--- config.mk ---
export PLATFORM = sky130hd
export DESIGN_NAME = solicitante
export DESIGN_NICKNAME = d
export VERILOG_FILES = /design/src/rtl/solicitante.sv
export SDC_FILE = /design/constraint.sdc
export NUM_CORES = 1
export LEC_CHECK = 0
export ABC_AREA = 1
export CAP_MARGIN = 15
export CORE_ASPECT_RATIO = 1.4
export CORE_MARGIN = 5
export CORE_UTILIZATION = 30
export CTS_CLUSTER_SIZE = 28
export DETAILED_ROUTE_END_ITERATION = 10
export GPL_ROUTABILITY_DRIVEN = 0
export HOLD_SLACK_MARGIN = 0.05
export SETUP_SLACK_MARGIN = 0.3
export SLEW_MARGIN = 20
export SYNTH_ARGS = -nofsm -noshare
export SYNTH_HDL_FRONTEND = slang
export SYNTH_SLANG_ARGS = --single-unit
--- constraint.sdc ---
create_clock -name clk -period 1.71 [get_ports clk]
set_input_delay 0.2565 -clock clk [delete_from_list [all_inputs] [get_ports clk]]
set_output_delay 0.2565 -clock clk [all_outputs]
set_load 0.05 [all_outputs]
--- src/rtl/solicitante.sv ---
// Requester side of a request/grant/hold/discharge handshake with timeouts
// on grant and on discharge, and a wrapping count of completed transactions.
module solicitante #(
  parameter int unsigned TO_REQ  = 15,
  parameter int unsigned TO_DESC = 4
) (
  input  logic       clk,
  input  logic       reset,
  input  logic       start,
  input  logic [7:0] len,
  input  logic       a_e,
  input  logic       c,
  output logic       R,
  output logic       busy,
  output logic       done,
  output logic       err,
  output logic [7:0] n_ok
);

  localparam int unsigned LEN_W = 8;
  localparam int unsigned TO_W  = 16;

  // Three-bit encoding leaves spare codes; any of them falls back to IDLE.
  localparam logic [2:0] IDLE   = 3'd0;
  localparam logic [2:0] REQ    = 3'd1;
  localparam logic [2:0] HOLD   = 3'd2;
  localparam logic [2:0] WAIT_C = 3'd3;

  logic [2:0]       state_q, state_d;
  logic [LEN_W-1:0] len_q, len_d;
  logic [LEN_W-1:0] hold_q, hold_d;
  logic [TO_W-1:0]  to_q, to_d;
  logic [LEN_W-1:0] n_ok_d;
  logic             done_d, err_d;

  // State register and registered status outputs.
  always_ff @(posedge clk) begin
    if (reset) begin
      state_q <= IDLE;
      len_q   <= '0;
      hold_q  <= '0;
      to_q    <= '0;
      done    <= 1'b0;
      err     <= 1'b0;
      n_ok    <= '0;
    end else begin
      state_q <= state_d;
      len_q   <= len_d;
      hold_q  <= hold_d;
      to_q    <= to_d;
      done    <= done_d;
      err     <= err_d;
      n_ok    <= n_ok_d;
    end
  end

  // Next-state and next-output logic.
  always_comb begin
    state_d = state_q;
    len_d   = len_q;
    hold_d  = hold_q;
    to_d    = to_q;
    done_d  = 1'b0;
    err_d   = 1'b0;
    n_ok_d  = n_ok;
    case (state_q)
      IDLE: begin
        if (start) begin
          len_d   = (len == '0) ? LEN_W'(1) : len;
          to_d    = '0;
          state_d = REQ;
        end
      end
      REQ: begin
        if (a_e) begin
          hold_d  = len_q;
          to_d    = '0;
          state_d = HOLD;
        end else if (to_q == TO_W'(TO_REQ - 1)) begin
          err_d   = 1'b1;
          state_d = IDLE;
        end else begin
          to_d = to_q + TO_W'(1);
        end
      end
      HOLD: begin
        hold_d = hold_q - LEN_W'(1);
        // Losing a_e while holding is a protocol violation, even on the last cycle.
        if (!a_e) begin
          err_d   = 1'b1;
          state_d = IDLE;
        end else if (hold_q == LEN_W'(1)) begin
          to_d    = '0;
          state_d = WAIT_C;
        end
      end
      WAIT_C: begin
        if (c) begin
          done_d  = 1'b1;
          n_ok_d  = n_ok + LEN_W'(1);
          state_d = IDLE;
        end else if (to_q == TO_W'(TO_DESC - 1)) begin
          err_d   = 1'b1;
          state_d = IDLE;
        end else begin
          to_d = to_q + TO_W'(1);
        end
      end
      default: begin
        state_d = IDLE;
      end
    endcase
  end

  // Pure decodes of the state register; spare codes read as inactive.
  assign R    = (state_q == REQ) || (state_q == HOLD);
  assign busy = (state_q == REQ) || (state_q == HOLD) || (state_q == WAIT_C);

endmodule

==> results of run 1 <==
-- per-layer routing --
| metal | share of wire [%] | up-vias |
|---|---|---|
| li1 | - | 1416 |
| met1 | 37 | 1295 |
| met2 | 56 | 61 |
| met3 | 3.3 | 16 |
| met4 | 3.1 | 0 |
| met5 | 0 | - |
-- kinds of logic after synthesis --
kind of cell             synth area share (%)
AND/OR/NAND/NOR                         37.11
buffers and inverters                   9.940
XOR/XNOR                                2.601
AO/OA/AOI/OAI                           12.54
adder cells (fa/ha/maj)                 5.109
flip-flops                              32.70
-- state kept, by name, indices dropped and copies added, names as in the netlist --
| register | count |
|---|---|
| err | 1 |
| hold_q | 8 |
| n_ok | 8 |
| len_q | 8 |
| state_q | 2 |
| done | 1 |
| to_q | 16 |
-- through the flow --
step | instances | utilization [%] | worst slack, ns
after global routing | 569 | 44.88 | 0.07032
after floorplan | 403 | - | 0.2404
after global placement | 548 | 36.50 | -0.1427
after CTS | 562 | 41.44 | 0.1582
final | 569 | 44.88 | 0.1357
after detailed placement | 548 | 36.50 | -0.2030
-- synthesized netlist by cell type, types with 2 or more instances --
cell / number
nor4_1: 2
dfxtp_1: 44
xnor2_1: 2
o21ai_2: 2
nor2_1: 62
a211oi_1: 3
nand2_2: 8
ha_1: 11
inv_2: 5
o21ai_0: 26
nand3_1: 27
nor3_1: 9
nand4_1: 8
buf_6: 3
buf_2: 4
inv_1: 44
nor2_2: 3
nand2_1: 81
clkbuf_1: 6
nor2_4: 5
xor2_1: 6
nand3_4: 2
a21oi_1: 29
o21ai_1: 3
-- final cells by class --
cell class | count | area (µm²) | area share [%]
inverters | 49 | 209.0 | 5.247
clock buffers | 6 | 128.9 | 3.236
repair buffers | 65 | 611.8 | 15.36
flip-flops and latches | 44 | 904.6 | 22.71
clock inverters | 2 | 35.03 | 0.8797
well taps | 107 | 133.9 | 3.362
multi-input cells | 296 | 1959 | 49.20
-- worst max-delay path, cell delays in order (launching register included) --
cell and delay, ns:
dfxtp_4 0.38, inv_4 0.06, ha_4 0.18, nand2_4 0.07, nand2_4 0.05, nor2_4 0.12
inv_2 0.05, nor2_4 0.11, nand3_4 0.15, buf_6 0.18, nand2_2 0.06, a21oi_2 0.05
-- final timing paths --
kind / from / end / depth (start not counted)
worst max-delay path: state_q[0] / to_q[13] / 11
worst min register to register: len_q[5] / len_q[5] / 2
worst max register to register: state_q[0] / to_q[13] / 11
worst min-delay path: len_q[5] / len_q[5] / 2
-- timing repair --
item | in CTS | in global routing
cloned | 0 | 0
gates resized for setup | 66 | 73
pin swaps | 16 | 32
buffers inserted | 6 | 7
endpoints found under the setup margin | 33 | 39
-- report_power, final --
part           total (mW)  switching [mW]  internal, mW
Sequential           1.35           0.155          1.20
Clock                1.09           0.402         0.687
Combinational        3.11            1.68          1.43
Total                5.55            2.24          3.32
==> impl_metrics.ini, run 1 <==
[cts]
cts_root_buf = clkbuf_16
clk_pin_slew_ns = 0.06
clk_path_buf_depth = 2
ctsHoldBuffers = 0
clock-sinks = 44
cts_buffers = 5
cts_tree = built
h-tree-depth = 2
clk_latency_ns = 0.29

[worst_setup_path]
end_kind = flop
cp_max_fo = 7
path_class = flop to flop
worst-r2r-setup-slack_ns = 0.14
cp-start-kind = flop
critPathRequiredTime_ns = 1.87
worst_ep_arrival_time_ns = 1.74

[sta]
hold_viol = 0
rsz0062_at_grt = true
whs_ns = 0.4551
finalCritPeriodShare_pct = 92.06
setup_tns_ns = 0
skew_ns = 0.01067
setup_viol = 0
slew_violations = 0
tightest_slew_ns = 0.3410
fmax_ghz = 0.6352
post-route-min-period_ns = 1.574
slew_headroom_pct = 77.26

[synth]
syn_area_um2 = 2694
ys_seq_area_share_pct = 32.70
avgSynthCellArea_um2 = 6.684
yosys.area.top_type_share_pct = 32.70
synth_fp_nets = 427
synth-seq-cells = 44
synth_flop_cell = dfxtp_1
yosys.area.top_type = dfxtp_1
synthCells = 403
synth_cell_types = 32
ys_warn_count = 0
synth-async-reset-ratio_pct = 0
synth_area_leaders = dfxtp_1, nand2_1, nor2_1
synth_edf_count = 0

[status]
outcome = completed

[detailed_routing]
via_count = 2788
vias_per_cell = 4.900
ant_nets = 0
routedWlPerCell_um = 12.83
drt_iter0_drc = 79
routed_wl_mm = 7.302
drc = 0
first_pass_iters = 4

[worst_hold_path]
hp-class = flop to flop

[placement]
io_buffers = 24
place_hpwl_mm = 5.066
placed_cell_area_um2 = 3239

[finish]
insertedDiodeCount = 0
design_area_um2 = 3983
fin_nets = 485
area_delta_synth_final_pct = 47.84
final_common_cell = nand2_1
final_cell_mix = nand2_1, nor2_1, buf_4, inv_1, dfxtp_1
drive_gt1_share_pct = 38.53
fill_cells = 912

[floorplan]
rows = 41
dieArea_um2 = 11000
chipWidth_um = 90.09
coreArea_um2 = 8875
num_io_pins = 25
die_height_um = 122.1
start_util_pct = 30.35

[power_and_ir_drop]
p_total_mw = 5.554
p_leak_nw = 1.605
irDropWorstVdd_mv = 1.146
powerDensity_nw_per_um2 = 1394

[global_route]
antenna_found_initial = 0
grt.total_usage_pct = 12.65
use_met3_pct = 2.285
grt_pass1_vias = 2607
busiest_layer = met2
grt_pass1_wl_mm = 11.43
grt.overflow.total = 0
globalRouteMet2Util_pct = 24.18
use_met1_pct = 12.80
grt_max_degree = 22

[run]
cap_violations = 0
Note: power is estimated with default switching activity, not from simulation.
==> inputs of run 2 (changes only) <==
Settings changed: CAP_MARGIN 15 to 10.
==> results of run 2 <==
Same layout as run 1: the final DEF is identical, and so are final timing and power.
==> inputs of run 3 (changes only) <==
Settings changed: SKIP_LAST_GASP from default to 1, SLEW_MARGIN 20 to default.
==> results of run 3 <==
Same layout as run 1: the final DEF is identical, and so are final timing and power.
